--- src/rtl/seq_detector_compare.sv ---
// Moore/Mealy detector pair for one serial pattern, stepped by a strobe.
// Per-machine saturating counts and a sticky cross-check flag.
module seq_detector_compare #(
  parameter int PAT_LEN = 4,
  parameter logic [PAT_LEN-1:0] PATTERN = 4'b1011,
  parameter int OVERLAP = 1,
  parameter int CNT_W = 8,
  localparam int SW = $clog2(PAT_LEN + 1)
) (
  input  logic             Clock50M,
  input  logic             Reset,
  input  logic             Step,
  input  logic             A,
  output logic             Z_moore,
  output logic [SW-1:0]    S_moore,
  output logic             Z_mealy,
  output logic [SW-1:0]    S_mealy,
  output logic [CNT_W-1:0] Cnt_moore,
  output logic [CNT_W-1:0] Cnt_mealy,
  output logic             Mismatch
);

  localparam int NS = 1 << SW;

  // Longest prefix of PATTERN that is a suffix of (prefix_k, a).
  function automatic int delta_f(input int k, input bit a);
    int res;
    int i;
    bit ok;
    bit sb;
    res = 0;
    if (k < PAT_LEN) begin
      for (int j = 1; j <= PAT_LEN; j++) begin
        if (j <= k + 1) begin
          ok = 1'b1;
          for (int m = 0; m < PAT_LEN; m++) begin
            if (m < j) begin
              i = k + 1 - j + m;
              sb = (i == k) ? a : PATTERN[PAT_LEN-1-i];
              if (sb != PATTERN[PAT_LEN-1-m]) ok = 1'b0;
            end
          end
          if (ok) res = j;
        end
      end
    end
    return res;
  endfunction

  // Longest proper suffix of PATTERN that is also a prefix.
  function automatic int fail_f();
    int res;
    bit ok;
    res = 0;
    for (int j = 1; j < PAT_LEN; j++) begin
      ok = 1'b1;
      for (int m = 0; m < PAT_LEN; m++) begin
        if (m < j) begin
          if (PATTERN[j-1-m] != PATTERN[PAT_LEN-1-m]) ok = 1'b0;
        end
      end
      if (ok) res = j;
    end
    return res;
  endfunction

  localparam int F = fail_f();
  localparam logic [SW-1:0] LAST  = SW'(PAT_LEN);
  localparam logic [SW-1:0] MLAST = SW'(PAT_LEN - 1);
  localparam logic [SW-1:0] RST_K = (OVERLAP != 0) ? SW'(F) : '0;
  localparam logic [CNT_W-1:0] CMAX = {CNT_W{1'b1}};

  logic [SW-1:0] nxt0 [NS];
  logic [SW-1:0] nxt1 [NS];

  for (genvar k = 0; k < NS; k++) begin : g_tbl
    localparam logic [SW-1:0] D0 = SW'(delta_f(k, 1'b0));
    localparam logic [SW-1:0] D1 = SW'(delta_f(k, 1'b1));
    assign nxt0[k] = D0;
    assign nxt1[k] = D1;
  end

  logic [SW-1:0]    s_moore_q, s_moore_d;
  logic [SW-1:0]    s_mealy_q, s_mealy_d;
  logic             z_moore_q, z_moore_d;
  logic [CNT_W-1:0] cnt_moore_q, cnt_moore_d;
  logic [CNT_W-1:0] cnt_mealy_q, cnt_mealy_d;
  logic             mismatch_q, mismatch_d;

  logic [SW-1:0] moore_src;
  logic [SW-1:0] moore_nx;
  logic [SW-1:0] mealy_nx;
  logic          moore_hit;
  logic          z_mealy;

  // Next-state, detect and counter logic for both machines.
  always_comb begin
    s_moore_d   = s_moore_q;
    s_mealy_d   = s_mealy_q;
    cnt_moore_d = cnt_moore_q;
    cnt_mealy_d = cnt_mealy_q;
    mismatch_d  = mismatch_q;
    moore_src   = (s_moore_q == LAST) ? RST_K : s_moore_q;
    moore_nx    = A ? nxt1[moore_src] : nxt0[moore_src];
    moore_hit   = Step && (moore_nx == LAST);
    z_mealy     = Step && (s_mealy_q == MLAST) &&
                  (A == PATTERN[0]);
    mealy_nx    = z_mealy ? RST_K :
                  (A ? nxt1[s_mealy_q] : nxt0[s_mealy_q]);
    if (Step) begin
      s_moore_d = moore_nx;
      s_mealy_d = mealy_nx;
      if (moore_hit != z_mealy) mismatch_d = 1'b1;
    end
    if (moore_hit && cnt_moore_q != CMAX)
      cnt_moore_d = cnt_moore_q + 1'b1;
    if (z_mealy && cnt_mealy_q != CMAX)
      cnt_mealy_d = cnt_mealy_q + 1'b1;
    z_moore_d = (s_moore_d == LAST);
  end

  // State, count and flag registers; reset wins over a step.
  always_ff @(posedge Clock50M) begin
    if (Reset) begin
      s_moore_q   <= '0;
      s_mealy_q   <= '0;
      z_moore_q   <= 1'b0;
      cnt_moore_q <= '0;
      cnt_mealy_q <= '0;
      mismatch_q  <= 1'b0;
    end else begin
      s_moore_q   <= s_moore_d;
      s_mealy_q   <= s_mealy_d;
      z_moore_q   <= z_moore_d;
      cnt_moore_q <= cnt_moore_d;
      cnt_mealy_q <= cnt_mealy_d;
      mismatch_q  <= mismatch_d;
    end
  end

  assign Z_moore   = z_moore_q;
  assign S_moore   = s_moore_q;
  assign Z_mealy   = z_mealy;
  assign S_mealy   = s_mealy_q;
  assign Cnt_moore = cnt_moore_q;
  assign Cnt_mealy = cnt_mealy_q;
  assign Mismatch  = mismatch_q;

endmodule

--- config.mk ---
export PLATFORM = sky130hd
export DESIGN_NAME = seq_detector_compare
export DESIGN_NICKNAME = d
export VERILOG_FILES = /design/src/rtl/seq_detector_compare.sv
export SDC_FILE = /design/constraint.sdc
export NUM_CORES = 1
export LEC_CHECK = 0
export CAP_MARGIN = 20
export CORE_UTILIZATION = 44
export DETAILED_ROUTE_END_ITERATION = 8
export DONT_BUFFER_PORTS = 1
export GPL_TIMING_DRIVEN = 0
export PLACE_DENSITY = 0.67
export SLEW_MARGIN = 20
export SYNTH_ARGS = -nofsm -noshare
export SYNTH_HDL_FRONTEND = slang
export SYNTH_SLANG_ARGS = --single-unit
--- constraint.sdc ---
create_clock -name Clock50M -period 5.1 [get_ports Clock50M]
set_clock_uncertainty 0.2 [all_clocks]
set_input_delay 0.765 -clock Clock50M [delete_from_list [all_inputs] [get_ports Clock50M]]
set_output_delay 0.765 -clock Clock50M [all_outputs]
set_load 0.01 [all_outputs]
# After elaboration in Yosys (flattened, before gate mapping)
# Memories as Yosys holds them, arrays and structs flattened.
# Cells that the tools add are included.
word_totals:
  register_bits: 24
  romBits: 96
  wordCells: 42
  n_memories: 4
memory_table:
  columns: ["memory", "words", "width", "rd", "rd_clocked_by_memory_dff", "wr", "line_no", "text"]
  rows:
  - ["(no name shown)", 8, 3, 1, 0, 0, "109", "(A ? nxt1[s_mealy_q] : nxt0[s_mealy_q]);"]
  - ["(no name shown)", 8, 3, 1, 0, 0, "109", null]
  - ["(no name shown)", 8, 3, 1, 0, 0, "104", "moore_nx = A ? nxt1[moore_src] : nxt0[moore_src];"]
  - ["(no name shown)", 8, 3, 1, 0, 0, "104", null]
classes:
  n_addsub: 2
  order_cmp: 2
  eq_ne: 7
  n_mux: 13
  n_bitwise: 2
  reduce_logical: 6
ops:
  columns: ["operator", "count"]
  rows:
  - ["2-to-1 mux 3 bit", 13]
  - ["adder 8 x 1 -> 8 bit (second input constant)", 2]
  - ["inequality test 8 bit (second input constant)", 2]
  - ["equality test 3 bit (second input constant)", 3]
  - ["greater-or-equal comparator 4 bit (second input constant)", 2]
  - ["NOT 3 -> 4 bit", 2]
  - ["logical AND 1 bit", 5]
  - ["equality test 3 x 2 -> 1 bit (second input constant)", 1]
  - ["AND reduction 2 bit", 1]
  - ["inequality test 1 bit", 1]

# Longest topological paths before layout
# Gate-level depths: netlist of the first run.
depth:
  word_depth: 11
  ltp_mapped: 6
  ltp_nobuf: 5

# Worst setup path after synthesis of the first run
# OpenSTA, ideal clock, no wires.
synth_timing:
  kind: "input to output"
  from: "in A"
  to: "out Z_mealy"
  t_arrival_ns: 1.363
  setup_slack_ns: 2.772
  cell_stages: 4
  n_path_buf: 1
  path_cell_list: "clkbuf_2 -> and4b_1 -> nand2_2 -> inv_1"
synth_between:
  elab_chain_cells: 1
synth_lines:
  columns: ["element", "line_no", "text"]
  rows:
  - ["from (decl)", "13", "input logic A,"]
  - ["logical AND 1 bit", "106", "z_mealy = Step && (s_mealy_q == MLAST) &&"]
  - ["to (decl)", "16", "output logic Z_mealy,"]
# Every way passes these cells.

# Worst setup path after layout of the first run
# Same ends and word-level chain as after synthesis.

==> results of run 1 <==
-- sequential cells by signal, summed over array words and instances, names as in the netlist --
signal     cells
S_mealy        3
Mismatch       1
Z_moore        1
Cnt_moore      8
Cnt_mealy      8
S_moore        3
-- worst max-delay path, cell delays in order --
cell,delay [ps]
clkbuf_2,170
and4b_1,260
nand2_2,120
inv_1,160
-- logic make-up after synthesis --
group / share of synthesized area
AO/OA/AOI/OAI: 0.193
AND/OR/NAND/NOR: 0.285
flip-flops: 0.407
adder cells (fa/ha/maj): 0.0212
buffers and inverters: 0.0424
XOR/XNOR: 0.00742
multiplexers: 0.0435
-- worst max path at each step --
stage,to,depth (start not counted),start
2_1_floorplan,Z_mealy,4,A
3_3_place_gp,Z_mealy,4,A
3_5_place_dp,Z_mealy,4,A
4_1_cts,Z_mealy,4,A
5_1_grt,Z_mealy,4,A
6_report,Z_mealy,4,A
-- layer usage --
layer | wire [µm] | part of all wire | up-vias
li1 | - | - | 521
met2 | 1210 | 0.48 | 32
met1 | 1140 | 0.45 | 476
met5 | 0 | 0 | -
met3 | 134 | 0.053 | 6
met4 | 37 | 0.015 | 0
-- where the power goes --
| group | internal (µW) | switching, µW | leakage [µW] |
|---|---|---|---|
| logic | 4.16 | 8.67 | 0.000248 |
| clock network | 79.4 | 58.1 | 0.0000279 |
| registers | 189 | 2.57 | 0.000194 |
-- metrics by stage --
step,hold slack (ps),area (µm²),utilization
finish,350,1270,0.508
global route,389,1270,0.508
CTS,358,1270,0.508
detailed placement,340,1220,0.487
global placement,329,1220,0.487
floorplan,307,1180,-
-- synthesized netlist by cell type, types with 3 or more instances --
library cell  number
nand2_1           12
inv_1              4
and2_1             3
nand3b_1           3
a21oi_1           11
a31oi_1            5
dfxtp_1           24
o21ai_0            3
a211oi_1           5
nand4_1            4
nor3_1             6
nor2_1             9
mux2i_1            4
nand3_1            7
and3_1             4
-- area by class of cell --
class | count | area share
multi-input cells | 102 | 0.511
flip-flops and latches | 24 | 0.378
well taps | 30 | 0.0296
plain buffers | 5 | 0.0276
clock inverters | 1 | 0.0236
clock buffers | 3 | 0.0177
inverters | 4 | 0.0118
==> flow_metrics.env, run 1 <==
export IMPL_rr_endpoint="Cnt_moore[1]$_SDFFE_PP0P_"
export IMPL_io_pins=29
export IMPL_gr_usage_met1=0.211
export IMPL_crit_type="in -> out"
export IMPL_fp_coreArea_mm2=0.00250
export IMPL_synthCells=135
export IMPL_post_cts_setup_buffers=0
export IMPL_initial_core_util=0.472
export IMPL_ctsResizeCount=0
export IMPL_dieHeight_um=53.8
export IMPL_yosys_warnings=0
export IMPL_layout_commonest_cell="dfxtp_1"
export IMPL_drt_drc_violations_left=0
export IMPL_tns_ps=0
export IMPL_cts_tree="yes"
export IMPL_worst_pin_slew_ps=496
export IMPL_ctsHtreeMaxLevel=1
export IMPL_layout_common_cells="dfxtp_1, nand2_1, a21oi_1, nor2_1, nand3_1"
export IMPL_critPathArrivalTime_ps=1480
export IMPL_grt_ovfl_total=0
export IMPL_grt_util_met2=0.317
export IMPL_seq_area_frac_synth=0.407
export IMPL_die_area_mm2=0.00289
export IMPL_leakagePower_uw=0.000470
export IMPL_cap_violations=0
export IMPL_via_per_inst=6.12
export IMPL_timing_rr_start="Cnt_moore[0]$_SDFFE_PP0P_"
export IMPL_synth_area_leaders="dfxtp_1, a21oi_1, nand2_1, mux2i_1, a211oi_1"
export IMPL_yosys_most_used_dff="dfxtp_1"
export IMPL_final_setup_viol_count=0
export IMPL_gp_congestion=0.819
export IMPL_async_flop_share=0
export IMPL_insertedDiodeCount=0
export IMPL_grtUsageTotal=0.189
export IMPL_fillers=234
export IMPL_setup_ws_ps=2660
export IMPL_min_path_type="reg -> reg"
export IMPL_synth_top_area_cell="dfxtp_1"
export IMPL_crit_fanout=9
export IMPL_cts_sinks=24
export IMPL_grt_busiest_layer="met2"
export IMPL_period_needed_ps=2440
export IMPL_numCtsBuffers=3
export IMPL_grt_pass1_wl_um=3910
export IMPL_end_kind="primary output"
export IMPL_portBuffers=0
export IMPL_status="finished, final reports clean"
export IMPL_synth_top_area_frac=0.407
export IMPL_synth_edff_count=0
export IMPL_dr_pass1_iters=4
export IMPL_drive_gt1_frac=0.101
export IMPL_post_place_cells=165
export IMPL_area_growth_synth_to_final_pct=7.64
export IMPL_cts_root_buffer="clkbuf_4"
export IMPL_seq_area_um2=480
export IMPL_drt_iter0_drc=19
export IMPL_hold_buffers=0
export IMPL_report_final_slew_viol_count=0
export IMPL_synth_fp_nets=141
export IMPL_hold_violations=0
export IMPL_ir_drop_mv=0.133
export IMPL_hold_end="Cnt_mealy[1]$_SDFFE_PP0P_"
export IMPL_power_density_mw_per_mm2=269
export IMPL_wl_um=2520
export IMPL_r2r_cells=5
export IMPL_die_w_um=53.8
export IMPL_dp_slack_ps=2670
export IMPL_critPathLaunchType="primary input"
export IMPL_clk_pin_slew_ps=130
export IMPL_final_nets=146
export IMPL_postSynthRegisterBits=24
export IMPL_final_cells=169
export IMPL_synth_area_mm2=0.00118
export IMPL_r2r_slack_ps=3310
export IMPL_rows=18
export IMPL_fmax_ghz=0.410
export IMPL_post_drt_wl_per_cell_um=14.9
export IMPL_ant_nets=0
export IMPL_use_met3=0.0452
export IMPL_antenna_found_initial=0
export IMPL_vias=1035
export IMPL_hold_depth=2
export IMPL_avgSynthCellArea_um2=8.74
export IMPL_clk_path_buf_depth=2
export IMPL_min_delay_start="Cnt_mealy[1]$_SDFFE_PP0P_"
export IMPL_required_ps=4140
export IMPL_yosysUniqueCellTypes=41
export IMPL_dpl_hpwl_um=1750
export IMPL_grt_start_max_net_pins=15
export IMPL_min_period_over_period=0.479
export IMPL_slew_headroom=0.669
export IMPL_multi_input_area_um2=649
export IMPL_grt_pass1_vias=970
export IMPL_clock_latency_ps=310
export IMPL_power_uw=342
export IMPL_rsz0062_at_grt="false"
Power figures use the tool's default switching activity.
==> run 2, diff against run 1 <==
--- a/config.mk
+++ b/config.mk
@@ -10,7 +10,7 @@
 export DETAILED_ROUTE_END_ITERATION = 8
 export DONT_BUFFER_PORTS = 1
 export GPL_TIMING_DRIVEN = 0
-export PLACE_DENSITY = 0.67
+export PLACE_DENSITY = 0.69
 export SLEW_MARGIN = 20
 export SYNTH_ARGS = -nofsm -noshare
 export SYNTH_HDL_FRONTEND = slang
==> constraint.sdc (replaced) <==
create_clock -name Clock50M -period 2.05 [get_ports Clock50M]
set_clock_uncertainty 0.2 [all_clocks]
set_input_delay 0.3075 -clock Clock50M [delete_from_list [all_inputs] [get_ports Clock50M]]
set_output_delay 0.3075 -clock Clock50M [all_outputs]
set_load 0.01 [all_outputs]
==> run 2 against run 1 <==
Compared with the run above: core utilization fell by 1.2 points; first-iteration DRC count rose by 5.3%; clock power rose by 44%; sequential power rose by 150%; final cell count fell by 0.59%; via count fell by 2.3%; worst hold slack got worse by 250 ps; global-route usage rose by 0.18 points; critical path type is now reg -> reg; largest cell class unchanged; highest routed layer unchanged.
==> flow_metrics.env, run 2 (synthesis results as in run 1) <==
export IMPL_status="finished, final reports clean"
export IMPL_dpl_hpwl_um=1750
export IMPL_design_area_mm2=0.00124
export IMPL_hold_buffers=0
export IMPL_vias=1011
export IMPL_fp_coreArea_mm2=0.00250
export IMPL_end_kind="flip-flop"
export IMPL_ctsHtreeMaxLevel=1
export IMPL_gp_congestion=0.796
export IMPL_numCtsBuffers=3
export IMPL_dpl_cell_area_mm2=0.00122
export IMPL_pwr_share_clk=0.282
export IMPL_switching_power_uw=158
export IMPL_initial_core_util=0.472
export IMPL_required_ps=2040
export IMPL_wl_um=2420
export IMPL_min_path_type="in -> reg"
export IMPL_crit_fanout=7
export IMPL_ctsResizeCount=0
export IMPL_dr_pass1_iters=4
export IMPL_crit_buf_inv=0
export IMPL_grt_ovfl_total=0
export IMPL_critPathLaunchType="flip-flop"
export IMPL_grt_start_max_net_pins=13
export IMPL_final_setup_viol_count=0
export IMPL_fillers=251
export IMPL_io_pins=29
export IMPL_power_switching_share=0.224
export IMPL_crit_chain="ha_1, nand3_1, o211ai_1, mux2i_1, nor2_1"
export IMPL_worst_pin_slew_ps=510
export IMPL_clock_latency_ps=300
export IMPL_p_comb_frac=0.045
export IMPL_fmax_ghz=0.549
export IMPL_report_final_slew_viol_count=0
export IMPL_portBuffers=0
export IMPL_die_w_um=53.8
export IMPL_ir_drop_mv=0.440
export IMPL_area_growth_synth_to_final_pct=5.09
export IMPL_clk_pin_slew_ps=120
export IMPL_grt_pass1_wl_um=3990
export IMPL_crit_type="reg -> reg"
export IMPL_rsz0062_at_grt="false"
export IMPL_via_per_inst=6.02
export IMPL_tns_ps=0
export IMPL_p_int_uw=548
export IMPL_critical_path_top_delay_family="flip-flops"
export IMPL_power_uw=707
export IMPL_final_nets=146
export IMPL_drt_drc_violations_left=0
export IMPL_grt_pass1_vias=921
export IMPL_drt_iter0_drc=20
export IMPL_clk_path_buf_depth=2
export IMPL_min_period_over_period=0.888
export IMPL_cpMaxStageDelayCell="dfxtp_1"
export IMPL_critPathArrivalTime_ps=1810
export IMPL_layout_common_cells="dfxtp_1, nand2_1, a21oi_1, nor2_1, nand3_1"
export IMPL_p_seq_frac=0.674
export IMPL_post_cts_setup_buffers=0
export IMPL_cts_root_buffer="clkbuf_4"
export IMPL_power_density_mw_per_mm2=570
export IMPL_dieHeight_um=53.8
export IMPL_slew_headroom=0.660
export IMPL_ant_nets=0
export IMPL_post_drt_wl_per_cell_um=14.4
export IMPL_hold_violations=0
export IMPL_slowest_delay_ps=470
export IMPL_antenna_found_initial=0
export IMPL_rows=18
export IMPL_layout_commonest_cell="dfxtp_1"
export IMPL_drive_gt1_frac=0.0942
export IMPL_cts_sinks=24
export IMPL_leakagePower_uw=0.000456
export IMPL_period_needed_ps=1820
export IMPL_cap_violations=0
export IMPL_cts_tree="yes"
export IMPL_grtUsageTotal=0.191
export IMPL_insertedDiodeCount=0
export IMPL_die_area_mm2=0.00289
-- run 2: cell count changes in the layout (fill, tap and decap cells not counted), sizes merged --
| cell | change |
|---|---|
| bufinv | -1 |
-- run 2: power by group through the flow --
stage          logic (µW)  clock network (µW)  registers (µW)
6_report             31.5                 199             476
5_1_grt              35.7                 221             478
4_1_cts              31.3                 205             476
3_5_place_dp         31.3                   0             487
3_3_place_gp         30.2                   0             486
2_1_floorplan        24.5                   0             485
-- run 2: through the flow --
stage	worst slack [ps]	std cells	util	hold WS, ps
3_3_place_gp	290	165	0.487	320
4_1_cts	213	168	0.496	93.2
3_5_place_dp	222	165	0.487	326
2_1_floorplan	396	135	-	307
5_1_grt	68.6	168	0.496	108
6_report	229	168	0.496	98.8
-- run 2: metal layers --
layer / global-route usage / routed length, µm / share of wire
met1: 0.243 / 1130 / 0.47
met2: 0.290 / 1090 / 0.45
met3: 0.0650 / 170 / 0.070
met4: 0.0789 / 34 / 0.014
met5: 0 / 0 / 0
-- run 2: layout make-up --
class / count / area [µm²] / share of cell area
multi-input combinational: 102 / 649 / 0.524
buffer: 5 / 35.0 / 0.0283
inverter: 4 / 15.0 / 0.0121
tap: 30 / 37.5 / 0.0303
clock buffer: 3 / 22.5 / 0.0182
sequential: 24 / 480 / 0.387
-- run 2: worst register-to-register path: cells and delay by family, from the launching register on --
kind / cells / cell delay [ps]
AND/OR/NAND/NOR: 2 / 160
AO/OA/AOI/OAI: 1 / 300
adder cells (fa/ha/maj): 1 / 350
multiplexers: 1 / 230
flip-flops: 1 / 470
-- run 2: worst paths after layout --
path                                             endpoint  cells after the start  slack [ps]                       from
worst min register to register      Mismatch$_SDFFE_PP0P_                      1         350      Mismatch$_SDFFE_PP0P_
worst min-delay path              S_mealy[0]$_SDFFE_PP0P_                      3         100                       Step
worst max register to register  Cnt_moore[1]$_SDFFE_PP0P_                      5         230  Cnt_moore[1]$_SDFFE_PP0P_
worst max-delay path            Cnt_moore[1]$_SDFFE_PP0P_                      5         230  Cnt_moore[1]$_SDFFE_PP0P_
==> run 3, diff against run 2 <==
--- a/config.mk
+++ b/config.mk
@@ -7,10 +7,12 @@
 export LEC_CHECK = 0
 export CAP_MARGIN = 20
 export CORE_UTILIZATION = 44
+export CTS_BUF_LIST = sky130_fd_sc_hd__clkbuf_4 sky130_fd_sc_hd__clkbuf_8
 export DETAILED_ROUTE_END_ITERATION = 8
 export DONT_BUFFER_PORTS = 1
 export GPL_TIMING_DRIVEN = 0
 export PLACE_DENSITY = 0.69
+export REMOVE_ABC_BUFFERS = 1
 export SLEW_MARGIN = 20
 export SYNTH_ARGS = -nofsm -noshare
 export SYNTH_HDL_FRONTEND = slang
==> run 3 against run 2 <==
Compared with the run above: combinational power shrank 4%; die area is the same; largest power group unchanged; critical endpoint is now S_mealy[0]$_SDFFE_PP0P_; flip-flop and latch count is the same; critical path type is now in -> reg; power grew 5.6%; core utilization grew 1.2 points.
==> flow_metrics.env, run 3 (synthesis results as in run 1) <==
export IMPL_grtUsageTotal=0.190
export IMPL_report_final_slew_viol_count=0
export IMPL_required_ps=2050
export IMPL_slowest_delay_ps=940
export IMPL_fp_coreArea_mm2=0.00250
export IMPL_period_needed_ps=1910
export IMPL_dieHeight_um=53.8
export IMPL_final_nets=146
export IMPL_drt_drc_violations_left=0
export IMPL_hold_violations=0
export IMPL_clk_pin_slew_ps=120
export IMPL_crit_type="in -> reg"
export IMPL_area_growth_synth_to_final_pct=7.53
export IMPL_tns_ps=0
export IMPL_drive_gt1_frac=0.0791
export IMPL_insertedDiodeCount=0
export IMPL_worst_pin_slew_ps=627
export IMPL_layout_commonest_cell="dfxtp_1"
export IMPL_post_place_cells=160
export IMPL_portBuffers=0
export IMPL_ctsHtreeMaxLevel=1
export IMPL_ir_drop_mv=0.588
export IMPL_cp_common_cell="dlygate4sd3_1"
export IMPL_end_kind="flip-flop"
export IMPL_dr_pass1_iters=4
export IMPL_ant_nets=0
export IMPL_final_setup_viol_count=0
export IMPL_rsz0062_at_grt="false"
export IMPL_fillers=247
export IMPL_clock_latency_ps=300
export IMPL_min_path_type="in -> reg"
export IMPL_crit_chain="dlygate4sd3_1, a21oi_1, dlygate4sd3_1"
export IMPL_cts_sinks=24
export IMPL_antenna_found_initial=0
export IMPL_grt_ovfl_total=0
export IMPL_numCtsBuffers=3
export IMPL_crit_buf_inv=2
export IMPL_die_w_um=53.8
export IMPL_min_period_over_period=0.932
export IMPL_final_cells=169
export IMPL_critical_path_top_delay_family="buffers and inverters"
export IMPL_critPathArrivalTime_ps=1910
export IMPL_dpl_hpwl_um=1780
export IMPL_initial_core_util=0.472
export IMPL_post_drt_wl_per_cell_um=15.0
export IMPL_crit_fanout=16
export IMPL_leakagePower_uw=0.000466
export IMPL_grt_start_max_net_pins=17
export IMPL_cts_tree="yes"
export IMPL_layout_common_cells="dfxtp_1, nand2_1, a21oi_1, nor2_1, nand3_1"
export IMPL_cpMaxStageDelayCell="dlygate4sd3_1"
export IMPL_drt_iter0_drc=15
export IMPL_io_pins=29
export IMPL_grt_pass1_wl_um=3960
export IMPL_cts_root_buffer="clkbuf_4"
export IMPL_slew_headroom=0.581
export IMPL_gp_congestion=0.828
export IMPL_clk_path_buf_depth=2
export IMPL_critPathLaunchType="primary input"
export IMPL_wl_um=2530
export IMPL_die_area_mm2=0.00289
export IMPL_cap_violations=0
export IMPL_ctsResizeCount=0
export IMPL_via_per_inst=6.08
export IMPL_fmax_ghz=0.523
export IMPL_vias=1028
export IMPL_grt_pass1_vias=970
export IMPL_power_density_mw_per_mm2=589
export IMPL_status="finished, final reports clean"
export IMPL_rows=18
-- run 3: worst paths after layout --
check	end	startpoint	cells past startpoint	slack, ps
setup / recovery	S_mealy[0]$_SDFFE_PP0P_	Reset	3	140
hold reg to reg	Cnt_mealy[1]$_SDFFE_PP0P_	Cnt_mealy[1]$_SDFFE_PP0P_	2	350
setup reg to reg	Cnt_moore[1]$_SDFFE_PP0P_	Cnt_moore[0]$_SDFFE_PP0P_	5	240
hold / removal	Cnt_mealy[0]$_SDFFE_PP0P_	Reset	2	30
-- run 3: per-layer routing --
metal	share of wire	GRT usage	wire, µm
met2	0.46	0.325	1170
met3	0.072	0.0847	182
met4	0.0040	0.0307	10
met5	0	0	0
met1	0.46	0.220	1160
-- run 3: where the power goes --
part           switching (µW)  internal, µW  total (µW)  leakage, µW
combinational            16.7          13.4        30.1     0.000251
clock                     132           108         240    0.0000210
sequential               6.49           470         476     0.000194
total                     155           591         747     0.000466
-- run 3: stage by stage --
step	worst slack [ps]	util	total power, µW	instance area (µm²)	hold WS (ps)
floorplan	427	-	499	1140	177
global placement	325	0.473	501	1180	179
detailed placement	309	0.473	503	1180	181
CTS	146	0.508	761	1270	21.1
global route	92.0	0.508	783	1270	27.7
finish	139	0.508	747	1270	30.6
-- run 3: final cells by class --
type,count,area (µm²),area share
inverters,4,15.0,0.0118
well taps,30,37.5,0.0296
flip-flops and latches,24,480,0.379
clock buffers,4,36.3,0.0286
repair buffers,5,50.0,0.0394
multi-input cells,102,649,0.512
-- run 3: what timing repair did --
action / 4_1_cts / 5_1_grt
setup buffers: 0 / 0
hold buffers: 5 / 0
endpoints found under the hold margin: 16 / 0
